## src/rtl/rv_ctrl_pkg.sv

```systemverilog
// Shared control-word layout and opcode constants for the RV32I decoder and
// the pipeline registers downstream of it.
package rv_ctrl_pkg;

    localparam int CTRL_W = 11;

    localparam int CTRL_IMMSEL_LO = 0;
    localparam int CTRL_IMMSEL_HI = 1;
    localparam int CTRL_ALUSRC    = 2;
    localparam int CTRL_MEM2REG   = 3;
    localparam int CTRL_REGWR     = 4;
    localparam int CTRL_MEMRD     = 5;
    localparam int CTRL_MEMWR     = 6;
    localparam int CTRL_BRANCH    = 7;
    localparam int CTRL_ALUOP_LO  = 8;
    localparam int CTRL_ALUOP_HI  = 10;

    localparam logic [6:0] OP_R      = 7'h33;
    localparam logic [6:0] OP_I      = 7'h13;
    localparam logic [6:0] OP_LOAD   = 7'h03;
    localparam logic [6:0] OP_STORE  = 7'h23;
    localparam logic [6:0] OP_BRANCH = 7'h63;

    // rs2 is a real source unless the ALU takes the immediate; stores read it as data.
    function automatic logic rs2_used(input logic alusrc, input logic memwr);
        return ~alusrc | memwr;
    endfunction

endpackage

```

## src/rtl/id_ex_stage_if.sv

```systemverilog
// ID-side inputs and EX-side outputs of the ID/EX pipeline register.
// master drives the ID fields and observes EX; slave is the stage itself.
interface id_ex_stage_if
    import rv_ctrl_pkg::*;
#(
    parameter int XLEN = 32,
    parameter int RA_W = 5
) ();

    logic              id_valid;
    logic [CTRL_W-1:0] id_ctrl;
    logic [XLEN-1:0]   id_pc;
    logic [XLEN-1:0]   id_rs1_data;
    logic [XLEN-1:0]   id_rs2_data;
    logic [XLEN-1:0]   id_imm;
    logic [RA_W-1:0]   id_rs1;
    logic [RA_W-1:0]   id_rs2;
    logic [RA_W-1:0]   id_rd;
    logic [3:0]        id_funct;

    logic              ex_valid;
    logic [CTRL_W-1:0] ex_ctrl;
    logic [XLEN-1:0]   ex_pc;
    logic [XLEN-1:0]   ex_rs1_data;
    logic [XLEN-1:0]   ex_rs2_data;
    logic [XLEN-1:0]   ex_imm;
    logic [RA_W-1:0]   ex_rs1;
    logic [RA_W-1:0]   ex_rs2;
    logic [RA_W-1:0]   ex_rd;
    logic [3:0]        ex_funct;

    modport master (
        output id_valid, id_ctrl, id_pc, id_rs1_data, id_rs2_data, id_imm,
               id_rs1, id_rs2, id_rd, id_funct,
        input  ex_valid, ex_ctrl, ex_pc, ex_rs1_data, ex_rs2_data, ex_imm,
               ex_rs1, ex_rs2, ex_rd, ex_funct
    );

    modport slave (
        input  id_valid, id_ctrl, id_pc, id_rs1_data, id_rs2_data, id_imm,
               id_rs1, id_rs2, id_rd, id_funct,
        output ex_valid, ex_ctrl, ex_pc, ex_rs1_data, ex_rs2_data, ex_imm,
               ex_rs1, ex_rs2, ex_rd, ex_funct
    );

endinterface

```

## src/rtl/id_ex_stage_load_use_detect.sv

```systemverilog
// Load-use hazard compare: a load sitting in EX whose destination is read
// by the instruction currently in ID.
module load_use_detect
    import rv_ctrl_pkg::*;
#(
    parameter int RA_W = 5
) (
    input  logic            ex_valid,
    input  logic            ex_memrd,
    input  logic [RA_W-1:0] ex_rd,
    input  logic            id_valid,
    input  logic            id_alusrc,
    input  logic            id_memwr,
    input  logic [RA_W-1:0] id_rs1,
    input  logic [RA_W-1:0] id_rs2,
    output logic            hazard
);

    logic rs1_match;
    logic rs2_match;

    assign rs1_match = (id_rs1 == ex_rd);
    assign rs2_match = (id_rs2 == ex_rd) & rs2_used(id_alusrc, id_memwr);

    // x0 is never written, so a load into it cannot create a dependency.
    assign hazard = ex_valid & ex_memrd & (ex_rd != '0) & id_valid
                  & (rs1_match | rs2_match);

endmodule

```

## src/rtl/id_ex_stage.sv

```systemverilog
// ID/EX pipeline register with load-use bubble insertion, branch flush,
// memory-busy freeze (flush deferred until release) and a saturating bubble count.
module id_ex_stage
    import rv_ctrl_pkg::*;
#(
    parameter int XLEN  = 32,
    parameter int RA_W  = 5,
    parameter int CNT_W = 16
) (
    input  logic             clk,
    input  logic             reset,
    id_ex_stage_if.slave     bus,
    input  logic             ex_flush,
    input  logic             mem_busy,
    output logic             stall_o,
    output logic [CNT_W-1:0] bubble_cnt
);

    logic              valid_q;
    logic [CTRL_W-1:0] ctrl_q;
    logic [XLEN-1:0]   pc_q;
    logic [XLEN-1:0]   rs1_data_q;
    logic [XLEN-1:0]   rs2_data_q;
    logic [XLEN-1:0]   imm_q;
    logic [RA_W-1:0]   rs1_q;
    logic [RA_W-1:0]   rs2_q;
    logic [RA_W-1:0]   rd_q;
    logic [3:0]        funct_q;
    logic              pending_flush_q;
    logic [CNT_W-1:0]  cnt_q;

    logic hazard;
    logic flush_eff;

    load_use_detect #(.RA_W(RA_W)) u_load_use_detect (
        .ex_valid  (valid_q),
        .ex_memrd  (ctrl_q[CTRL_MEMRD]),
        .ex_rd     (rd_q),
        .id_valid  (bus.id_valid),
        .id_alusrc (bus.id_ctrl[CTRL_ALUSRC]),
        .id_memwr  (bus.id_ctrl[CTRL_MEMWR]),
        .id_rs1    (bus.id_rs1),
        .id_rs2    (bus.id_rs2),
        .hazard    (hazard)
    );

    assign flush_eff = ex_flush | pending_flush_q;

    // A flush overrides the hazard so IF moves on to the branch target.
    assign stall_o = mem_busy | (hazard & ~flush_eff);

    // NOTE: every register here is written with <= so all flops sample pre-edge values together.
    always_ff @(posedge clk or posedge reset) begin
        if (reset) begin
            valid_q         <= 1'b0;
            ctrl_q          <= '0;
            pc_q            <= '0;
            rs1_data_q      <= '0;
            rs2_data_q      <= '0;
            imm_q           <= '0;
            rs1_q           <= '0;
            rs2_q           <= '0;
            rd_q            <= '0;
            funct_q         <= '0;
            pending_flush_q <= 1'b0;
            cnt_q           <= '0;
        end else if (mem_busy) begin
            // Frozen: remember a flush so it takes effect on release.
            if (ex_flush) pending_flush_q <= 1'b1;
        end else if (flush_eff || hazard) begin
            valid_q         <= 1'b0;
            ctrl_q          <= '0;
            pc_q            <= '0;
            rs1_data_q      <= '0;
            rs2_data_q      <= '0;
            imm_q           <= '0;
            rs1_q           <= '0;
            rs2_q           <= '0;
            rd_q            <= '0;
            funct_q         <= '0;
            pending_flush_q <= 1'b0;
            if (!flush_eff && !(&cnt_q)) cnt_q <= cnt_q + 1'b1;
        end else begin
            valid_q    <= bus.id_valid;
            ctrl_q     <= bus.id_valid ? bus.id_ctrl : '0;
            pc_q       <= bus.id_pc;
            rs1_data_q <= bus.id_rs1_data;
            rs2_data_q <= bus.id_rs2_data;
            imm_q      <= bus.id_imm;
            rs1_q      <= bus.id_rs1;
            rs2_q      <= bus.id_rs2;
            rd_q       <= bus.id_rd;
            funct_q    <= bus.id_funct;
        end
    end

    assign bus.ex_valid    = valid_q;
    assign bus.ex_ctrl     = ctrl_q;
    assign bus.ex_pc       = pc_q;
    assign bus.ex_rs1_data = rs1_data_q;
    assign bus.ex_rs2_data = rs2_data_q;
    assign bus.ex_imm      = imm_q;
    assign bus.ex_rs1      = rs1_q;
    assign bus.ex_rs2      = rs2_q;
    assign bus.ex_rd       = rd_q;
    assign bus.ex_funct    = funct_q;
    assign bubble_cnt      = cnt_q;

endmodule

```

## src/flat_wrapper.sv

```systemverilog
// flat-port wrapper written by rule: the top's interface ports become plain ports
module id_ex_stage_flat import rv_ctrl_pkg::*;
#(
    parameter int XLEN  = 32,
    parameter int RA_W  = 5,
    parameter int CNT_W = 16
)
  (clk, reset, ex_flush, mem_busy, stall_o, bubble_cnt, bus_id_valid, bus_id_ctrl, bus_id_pc, bus_id_rs1_data, bus_id_rs2_data, bus_id_imm, bus_id_rs1, bus_id_rs2, bus_id_rd, bus_id_funct, bus_ex_valid, bus_ex_ctrl, bus_ex_pc, bus_ex_rs1_data, bus_ex_rs2_data, bus_ex_imm, bus_ex_rs1, bus_ex_rs2, bus_ex_rd, bus_ex_funct);
  id_ex_stage_if #(.XLEN(XLEN), .RA_W(RA_W)) bus_i ();
  input  logic clk;
  input  logic reset;
  input  logic ex_flush;
  input  logic mem_busy;
  output logic stall_o;
  output logic [CNT_W-1:0] bubble_cnt;
  input wire logic [$bits(bus_i.id_valid)-1:0] bus_id_valid;
  input wire logic [$bits(bus_i.id_ctrl)-1:0] bus_id_ctrl;
  input wire logic [$bits(bus_i.id_pc)-1:0] bus_id_pc;
  input wire logic [$bits(bus_i.id_rs1_data)-1:0] bus_id_rs1_data;
  input wire logic [$bits(bus_i.id_rs2_data)-1:0] bus_id_rs2_data;
  input wire logic [$bits(bus_i.id_imm)-1:0] bus_id_imm;
  input wire logic [$bits(bus_i.id_rs1)-1:0] bus_id_rs1;
  input wire logic [$bits(bus_i.id_rs2)-1:0] bus_id_rs2;
  input wire logic [$bits(bus_i.id_rd)-1:0] bus_id_rd;
  input wire logic [$bits(bus_i.id_funct)-1:0] bus_id_funct;
  output wire logic [$bits(bus_i.ex_valid)-1:0] bus_ex_valid;
  output wire logic [$bits(bus_i.ex_ctrl)-1:0] bus_ex_ctrl;
  output wire logic [$bits(bus_i.ex_pc)-1:0] bus_ex_pc;
  output wire logic [$bits(bus_i.ex_rs1_data)-1:0] bus_ex_rs1_data;
  output wire logic [$bits(bus_i.ex_rs2_data)-1:0] bus_ex_rs2_data;
  output wire logic [$bits(bus_i.ex_imm)-1:0] bus_ex_imm;
  output wire logic [$bits(bus_i.ex_rs1)-1:0] bus_ex_rs1;
  output wire logic [$bits(bus_i.ex_rs2)-1:0] bus_ex_rs2;
  output wire logic [$bits(bus_i.ex_rd)-1:0] bus_ex_rd;
  output wire logic [$bits(bus_i.ex_funct)-1:0] bus_ex_funct;
  assign bus_i.id_valid = bus_id_valid;
  assign bus_i.id_ctrl = bus_id_ctrl;
  assign bus_i.id_pc = bus_id_pc;
  assign bus_i.id_rs1_data = bus_id_rs1_data;
  assign bus_i.id_rs2_data = bus_id_rs2_data;
  assign bus_i.id_imm = bus_id_imm;
  assign bus_i.id_rs1 = bus_id_rs1;
  assign bus_i.id_rs2 = bus_id_rs2;
  assign bus_i.id_rd = bus_id_rd;
  assign bus_i.id_funct = bus_id_funct;
  assign bus_ex_valid = bus_i.ex_valid;
  assign bus_ex_ctrl = bus_i.ex_ctrl;
  assign bus_ex_pc = bus_i.ex_pc;
  assign bus_ex_rs1_data = bus_i.ex_rs1_data;
  assign bus_ex_rs2_data = bus_i.ex_rs2_data;
  assign bus_ex_imm = bus_i.ex_imm;
  assign bus_ex_rs1 = bus_i.ex_rs1;
  assign bus_ex_rs2 = bus_i.ex_rs2;
  assign bus_ex_rd = bus_i.ex_rd;
  assign bus_ex_funct = bus_i.ex_funct;
  id_ex_stage #(.XLEN(XLEN), .RA_W(RA_W), .CNT_W(CNT_W)) u_core (.clk(clk), .reset(reset), .bus(bus_i), .ex_flush(ex_flush), .mem_busy(mem_busy), .stall_o(stall_o), .bubble_cnt(bubble_cnt));
endmodule
```

## config.mk

```make
export PLATFORM = sky130hd
export DESIGN_NAME = id_ex_stage_flat
export DESIGN_NICKNAME = d
export VERILOG_FILES = /design/src/rtl/rv_ctrl_pkg.sv /design/src/rtl/id_ex_stage_if.sv /design/src/rtl/id_ex_stage_load_use_detect.sv /design/src/rtl/id_ex_stage.sv /design/src/flat_wrapper.sv
export SDC_FILE = /design/constraint.sdc
export NUM_CORES = 1
export LEC_CHECK = 0
export CAP_MARGIN = 20
export CORE_MARGIN = 1
export CORE_UTILIZATION = 36
export CTS_CLUSTER_SIZE = 8
export DETAILED_ROUTE_END_ITERATION = 10
export PLACE_DENSITY = 0.76
export SKIP_LAST_GASP = 1
export SLEW_MARGIN = 20
export SYNTH_ARGS = -nofsm -noshare
export SYNTH_HDL_FRONTEND = slang
export SYNTH_SLANG_ARGS = --single-unit
```

## constraint.sdc

```tcl
create_clock -name clk -period 5.9 [get_ports clk]
set_clock_uncertainty 0.05 [all_clocks]
set_input_delay 0.885 -clock clk [delete_from_list [all_inputs] [get_ports clk]]
set_output_delay 0.885 -clock clk [all_outputs]
set_load 0.005 [all_outputs]
```

# Word level (Yosys, flattened, before mapping)
# Index checks and enable logic that the tools add are counted.
# word_totals
regBits	176
out_inout_bits	176
elab_cells	52
# op_classes
addsub	1
eq_ne	3
n_mux	14
n_bitwise	13
reduce_logical	9
# ops
cell	n
$mux W32	4
$mux W11	2
$add A16 B1 Y16 const B	1
$reduce_and A16 Y1	1
$mux W5	3
$eq A5 B5 Y1	2
$and A1 B1 Y1	6
$reduce_bool A5 Y1	1
$mux W1	4
$mux W4	1
$or A1 B1 Y1	4
$not A1 Y1	3
$reduce_and A3 Y1	1
$logic_not A1 Y1	2
$ne A2 B2 Y1 const B	1
$reduce_and A2 Y1	1
$reduce_bool A2 Y1	1
$logic_and A1 B1 Y1	1
$logic_or A1 B1 Y1	1

# Longest topological paths before layout
# Gate-level depths: netlist of the first run.
# logic_depth
depth_word	8
mapped_depth	7

# Cells and area by module
# A second synthesis of the first run with hierarchy kept.
# hier_totals
cells_unflattened	448
area_unflattened_um2	6497.5
# by_module_without_submodules
module	n_inst	cells_per_inst	area_each_um2	seq_area_each_um2
id_ex_stage	1	430	6361.1	4404.2
load_use_detect	1	18	136.4	0.0

# Worst setup path after synthesis of the first run
# OpenSTA, ideal clock, no wires.
# synth_path
path_kind	in2out
start	in mem_busy
end	out stall_o
arrival_time_ps	1801
path_slack_ps	3164
cell_stages	4
n_path_buf	3
path_cell_list	clkbuf_1 -> clkbuf_1 -> clkbuf_1 -> a31o_2
# synth_via
elab_chain_cells	1
# synth_rtl
element	line	text
start: declaration	flat_wrapper.sv:13	input logic mem_busy;
$or A1 B1 Y1	id_ex_stage.sv:50	assign stall_o = mem_busy | (hazard & ~flush_eff);
end: declaration	flat_wrapper.sv:14	output logic stall_o;
# No other way between the ends.

# Final worst setup path of the first run
# layout_path
start	in bus_id_rs1[4]
end	out stall_o
# layout_via
elab_chain_cells	5
# layout_rtl
element	line	text
start: declaration	flat_wrapper.sv:22	input wire logic [$bits(bus_i.id_rs1)-1:0] bus_id_rs1;
$eq A5 B5 Y1	id_ex_stage_load_use_detect.sv:22	assign rs1_match = (id_rs1 == ex_rd);
$or A1 B1 Y1	id_ex_stage_load_use_detect.sv:27	& (rs1_match | rs2_match);
$and A1 B1 Y1	id_ex_stage_load_use_detect.sv:27	
$and A1 B1 Y1	id_ex_stage.sv:50	
$or A1 B1 Y1	id_ex_stage.sv:50	
# No other way between the ends.

==> results.md, run 1 <==
- Outcome: finished, final reports clean
- Worst EP required: approximately 5 ns
- Congestion Overflow GR: 0
- Crit Path Class: in2out
- Vias per Instance: 5.259
- CTS tree: yes
- WP data arrival: 2.70 ns
- Largest net degree at the start of global routing: 98
- First-pass GRT wire length: a little under 30,000 um
- Vias in the first global route: 5,423
- Worst vdd ir: 0.0002627 V
- Syn Inst Count: 458
- Htree depth: 4
- Die area: roughly 0.019 mm^2
- Routability congestion estimate from global placement: 0.8182
- Share of cells above drive strength 1: 5.668%
- Seq cells post-synth: between 150 and 200
- Post-CTS Hold Fix Bufs: 0
- Row Count: 49
- Setup TNS: 0 ns
- Simple-gate share of the synthesized area: under 10%
- Adder and majority cell fraction of the synthesized area: less than 1%
- Top cell type's share of synthesized area: 66.18%
- Top post-synthesis cells by area: dfrtp_1 66%, a22o_1 19%, buf_6 1.9%
- Sequential cell area: 0.004404 mm^2
- Register area share after synthesis: 66.18%
- Die W: 138.0 um
- DRT iter0 DRCs: 191
- Clock latency on the worst-skew pair: 0.42 ns
- Final Cell Area: ~0.011 mm^2
- XOR/XNOR Fraction of Synth Area: 3.158%
- Type of the worst min-delay path: reg2reg
- Antenna diodes: 0
- Clk sinks: 176
- Num CTS Buffers: 17
- Mapped Avg Cell Area: around 15 um^2
- Max-cap violations: 0
- Fill count: around 1,400
- Max Slew Vio Count: 0
- Pwr/cell area: 271.5 mW/mm^2
- Clock transition at path regs: 0.07 ns
- RSZ-0062 raised after global routing: false
- Post-DP HPWL: 13,890 um
- Fmax: 0.2749 GHz
- Root Driver: clkbuf_16
- Placed Area: 0.01013 mm^2
- Antenna Nets Post-Route: 0
- Layout area overhead: 61.20%
- Worst-Margin Slew: 1.047 ns
- Post-synthesis mux area share: 0.3384%
- Clock Path Buffers: 2
- Overall routing resource usage: 20.04%
- Synth cell types: 37
- Crit Path Max Fanout: 2
- Final WL: 19,820 um
- P_leak: 4.743 nW
- TritonRoute pass-1 iters: 4
- Drt drc: 0
- Initial antenna violation count: 0
- Core area: 0.01802 mm^2
- Design Power: 2.912 mW
- Fin. Hold Viols: 0
- Worst setup SP type: input port
- Die Ht: 138.0 um
- Share of async-settable or async-resettable flops after synthesis: 100.0%
- Largest family of logic cells by synthesized area: compound AO/OA/AOI/OAI gates
- Starting Density: about 37%
- Post-synthesis compound-gate area fraction: 22.34%
- Port bufs: 338
- Synth Warn #: 0
- Post-synth EDFFs: 0
- Final core utilization: between 50% and 60%
- Post-CTS setup buffers: 0
- Synth area leader: dfrtp_1
- Main synth FF type: dfrtp_1
- Layout Nets: 945
- WL/cell: 19.38 um
- Cells resized by post-CTS repair: 0
- Mapped Area: 0.006655 mm^2
- Post-synthesis net count: just over 600
- Vias: 5,380
- IO Count: 339
- Minimum clock period: between 3 and 4 ns
- Endpoint type of the worst setup path: output pin
- Worst rel slew slack: 30.19%
- Area occupied by multi-input gates: 0.001994 mm^2
- # setup viols final: 0
- Fin crit share: 61.65%
- Hold slack: around 0.44 ns
==> per-layer routing <==
metal	share of wire, %	GRT usage [%]	vias to the layer above
met5	0	0	-
met4	2.1	6.703	0
met2	50	33.92	230
met3	8.0	6.579	30
li1	-	-	2401
met1	40	23.90	2719
==> path summary, 6_finish.rpt <==
check                                 startpoint  slack [ns]               endpoint  depth (start not counted)
setup reg to reg             u_core.bus.ex_rd[1]        2.99  u_core.bus.ex_ctrl[9]                          6
max in group asynchronous                  reset        3.85  u_core.bus.ex_ctrl[4]                          3
setup / recovery                   bus_id_rs1[4]        2.26                stall_o                          6
hold / removal             u_core.bus.ex_ctrl[4]        0.44  u_core.bus.ex_ctrl[4]                          1
min in group asynchronous                  reset        0.90   u_core.bus.ex_imm[1]                          2
hold reg to reg            u_core.bus.ex_ctrl[4]        0.44  u_core.bus.ex_ctrl[4]                          1
==> sequential cells by signal, indices dropped and copies added, names as in the netlist <==
name,count
u_core.pending_flush_q,1
u_core.bus.ex_rd,5
u_core.bubble_cnt,16
u_core.bus.ex_rs2,5
u_core.bus.ex_valid,1
u_core.bus.ex_funct,4
u_core.bus.ex_imm,32
u_core.bus.ex_pc,32
u_core.bus.ex_rs2_data,32
u_core.bus.ex_ctrl,11
u_core.bus.ex_rs1,5
u_core.bus.ex_rs1_data,32
==> through the flow <==
| stage | cells | setup WS [ns] |
|---|---|---|
| after floorplan | 458 | 0.1914 |
| after global placement | 991 | 2.298 |
| after detailed placement | 991 | 2.296 |
| after CTS | 1023 | 2.282 |
| after global routing | 1023 | 2.159 |
| final | 1023 | 2.263 |
==> cell type report <==
type,instances,share of cell area (%)
well taps,229,2.671
repair buffers,343,31.98
clock buffers,18,4.094
clock inverters,14,1.458
inverters,3,0.1516
flip-flops and latches,176,41.05
multi-input cells,240,18.59
==> synth_stat cells, types with 2 or more instances <==
| cell type | instances |
|---|---|
| and3_1 | 2 |
| a22o_1 | 148 |
| nor3_1 | 8 |
| xor2_1 | 14 |
| clkbuf_1 | 21 |
| inv_1 | 2 |
| buf_6 | 11 |
| mux2_2 | 2 |
| nor4_1 | 5 |
| nand4_1 | 5 |
| nor4b_1 | 2 |
| nor2_1 | 4 |
| nand3_1 | 6 |
| buf_2 | 4 |
| buf_4 | 3 |
| and4_1 | 2 |
| xnor2_1 | 10 |
| dfrtp_1 | 176 |
| a32o_1 | 11 |
| nand2_1 | 5 |
==> logic make-up (layout without fill, tap and decap cells) <==
family,count (synthesis),in the layout
AO/OA/AOI/OAI,167,167
flip-flops,176,176
multiplexers,2,2
XOR/XNOR,24,24
adder cells (fa/ha/maj),1,1
AND/OR/NAND/NOR,46,46
buffers and inverters,42,378
==> cells in the final DEF (no fill, tap or decap), types with 4 or more instances in the layout <==
cell type        synthesis  layout
a22o_1                 148     148
a32o_1                  11      11
buf_4                    3       5
clkbuf_16                0      17
clkdlybuf4s50_1          0     337
dfrtp_1                176     176
inv_6                    0       7
inv_8                    0       5
nand2_1                  5       5
nand3_1                  6       6
nand4_1                  5       5
nor2_1                   4       4
nor3_1                   8       8
nor4_1                   5       5
xnor2_1                 10      10
xor2_1                  14      14
==> critical path, cell delays in order <==
cell and delay [ns]:
clkdlybuf4s50_1 0.51, xnor2_1 0.15, nand3_1 0.13, o22ai_1 0.32, a31o_2 0.22, clkdlybuf4s50_1 0.50
==> power breakdown <==
| part | internal (mW) | total (mW) | switching (mW) |
|---|---|---|---|
| sequential | 1.28 | 1.33 | 0.0496 |
| combinational | 0.288 | 0.441 | 0.154 |
| clock | 0.618 | 1.14 | 0.521 |
Power figures use the tool's default switching activity.
==> inputs of run 2 (changes only) <==
--- a/config.mk
+++ b/config.mk
@@ -7,10 +7,10 @@
 export LEC_CHECK = 0
 export CAP_MARGIN = 20
 export CORE_MARGIN = 1
-export CORE_UTILIZATION = 36
+export CORE_UTILIZATION = 40
 export CTS_CLUSTER_SIZE = 8
 export DETAILED_ROUTE_END_ITERATION = 10
-export PLACE_DENSITY = 0.76
+export PLACE_DENSITY = 0.8
 export SKIP_LAST_GASP = 1
 export SLEW_MARGIN = 20
 export SYNTH_ARGS = -nofsm -noshare
==> constraint.sdc (replaced) <==
create_clock -name clk -period 3.7 [get_ports clk]
set_clock_uncertainty 0.05 [all_clocks]
set_input_delay 0.555 -clock clk [delete_from_list [all_inputs] [get_ports clk]]
set_output_delay 0.555 -clock clk [all_outputs]
set_load 0.005 [all_outputs]
==> run 2 against run 1 <==
Against the previous run:
- power grew 54%
- hold slack improved by 0.0040 ns
- global-route usage rose by 3.1 points
- critical path depth is 1 lower
- clock-buffer cell count is 1 higher
- via count shrank 0.74%
==> results.md, run 2 (synthesis results as in run 1) <==
- Outcome: finished, final reports clean (unchanged)
- WL/cell: 19.67 um (was 19.38 um)
- Hold path depth: 1 (unchanged)
- Post-DP HPWL: 14,310 um (was 13,890 um)
- Drt drc: 0 (unchanged)
- R2R cell count: 6 (unchanged)
- Cells resized by post-CTS repair: 0 (unchanged)
- RSZ-0062 raised after global routing: false (unchanged)
- Die area: 0.01716 mm^2 (was 0.01903 mm^2)
- Final WL: 19,910 um (was 19,820 um)
- TritonRoute pass-1 iters: 4 (unchanged)
- # setup viols final: 0 (unchanged)
- Layout Nets: 948 (was 945)
- Largest net degree at the start of global routing: 98 (unchanged)
- Antenna diodes: 0 (unchanged)
- Max-cap violations: 0 (unchanged)
- Crit Path Max Fanout: 10 (was 2)
- Root Driver: clkbuf_16 (unchanged)
- IO Count: 339 (unchanged)
- Fin. Hold Viols: 0 (unchanged)
- Worst-Margin Slew: 0.9593 ns (was 1.047 ns)
- Overall routing resource usage: 23.11% (was 20.04%)
- Antenna Nets Post-Route: 0 (unchanged)
- Worst min-delay path startpoint: u_core.bus.ex_ctrl[4] (unchanged)
- WP data arrival: 2.56 ns (was 2.70 ns)
- Share of cells above drive strength 1: 5.905% (was 5.668%)
- Clock transition at path regs: 0.06 ns (was 0.07 ns)
- Layout area overhead: 60.80% (was 61.20%)
- Clock latency on the worst-skew pair: 0.43 ns (was 0.42 ns)
- Setup TNS: 0 ns (unchanged)
- Final Cell Area: 0.01070 mm^2 (was 0.01073 mm^2)
- Placed Cells: 981 (was 991)
- Die Ht: 131.0 um (was 138.0 um)
- Clock Path Buffers: 2 (unchanged)
- Port bufs: 338 (unchanged)
- Hold endpoint: u_core.bus.ex_ctrl[4] (unchanged)
- R2R Setup Slk: 1.09 ns (was 2.99 ns)
- Core area: 0.01606 mm^2 (was 0.01802 mm^2)
- Clk sinks: 176 (unchanged)
- Row Count: 46 (was 49)
- Worst rel slew slack: 36.05% (was 30.19%)
- Minimum clock period: between 3 and 4 ns
- Worst setup SP type: flop (was input port)
- Initial antenna violation count: 0 (unchanged)
- Max Slew Vio Count: 0 (unchanged)
- Placed Area: 0.01016 mm^2 (was 0.01013 mm^2)
- Commonest non-fill, non-tap cell in the layout: clkdlybuf4s50_1 (unchanged)
- Vias in the first global route: 5,362 (was 5,423)
- R2r endpoint: u_core.bus.ex_rs2_data[17] (was u_core.bus.ex_ctrl[9])
- Type of the worst min-delay path: reg2reg (unchanged)
- CTS tree: yes (unchanged)
- Die W: 131.0 um (was 138.0 um)
- Post-CTS setup buffers: 0 (unchanged)
- RR Startpoint: u_core.bus.ex_rd[1] (unchanged)
- Most frequent cells in the layout: 337 x clkdlybuf4s50_1, 176 x dfrtp_1, 148 x a22o_1 (unchanged)
- P_leak: 4.726 nW (was 4.743 nW)
- Starting Density: 41.44% (was 36.92%)
- Crit Path Class: reg2out (was in2out)
- Vias per Instance: 5.277 (was 5.259)
- Routability congestion estimate from global placement: 0.8058 (was 0.8182)
- Worst vdd ir: 0.0002852 V (was 0.0002627 V)
- Congestion Overflow GR: 0 (unchanged)
- Vias: 5,340 (was 5,380)
- Fill count: 1,133 (was 1,393)
- Endpoint type of the worst setup path: output pin (unchanged)
- DRT iter0 DRCs: 280 (was 191)
- Pwr/cell area: 418.3 mW/mm^2 (was 271.5 mW/mm^2)
- Htree depth: 4 (unchanged)
- Fmax: 0.3158 GHz
- Non-Filler Instances: 1,012 (was 1,023)
- Num CTS Buffers: 17 (unchanged)
- Fin crit share: between 80% and 90%
- Worst EP required: 3.09 ns (was 4.97 ns)
- First-pass GRT wire length: 29,690 um (was 29,070 um)
- Post-CTS Hold Fix Bufs: 0 (unchanged)
- Design Power: 4.477 mW (was 2.912 mW)
[run 2: changes by cell type in the layout (fill, tap and decap cells not counted), sizes merged]
cell,delta
buf,+3
bufinv,-1
clkbuf,+1
clkinv,+5
clkinvlp,+4
inv,-10
[run 2: critical path, stage by stage (launching register included)]
cell and delay [ns]:
dfrtp_1 0.45, or4_1 0.59, o21ai_4 0.31, inv_2 0.09, a31o_2 0.24, clkdlybuf4s50_1 0.46
[run 2: worst max path at each step]
stage | startpoint | endpoint | cells after the start
2_1_floorplan | reset | u_core.bubble_cnt[0] | 1
3_3_place_gp | bus_id_rs1[4] | stall_o | 6
3_5_place_dp | bus_id_rs2[4] | stall_o | 6
4_1_cts | u_core.bus.ex_rd[1] | stall_o | 5
5_1_grt | u_core.bus.ex_rd[1] | stall_o | 5
6_report | u_core.bus.ex_rd[1] | stall_o | 5
[run 2: where the power goes]
group	total, mW	internal, mW	switching (mW)
clock network	1.64	0.893	0.752
logic	0.706	0.463	0.244
registers	2.13	2.05	0.0805
[run 2: metrics by stage]
stage	hold slack (ns)	utilization (%)	setup WS, ns
after detailed placement	0.4333	63.29	0.7424
after CTS	0.4488	66.64	0.5272
after floorplan	0.4283	-	0.8424
after global routing	0.4631	66.64	0.4541
final	0.4464	66.64	0.5332
after global placement	0.4271	63.29	0.7368
[run 2: per-layer routing]
layer	vias up	track usage [%]	share of wire (%)
li1	2411	-	-
met1	2658	27.24	38
met2	240	38.56	50
met3	31	8.795	9.5
met4	0	8.181	2.3
met5	-	0	0
[run 2: area by class of cell]
type                       instances  area (um^2)  area share (%)
tap                              216        270.3           2.525
timing repair buffer             346         3478           32.50
clock inverter                    12        86.33          0.8067
clock buffer                      19        452.9           4.232
inverter                           3        15.01          0.1403
multi-input combinational        240         1994           18.64
sequential                       176         4404           41.16
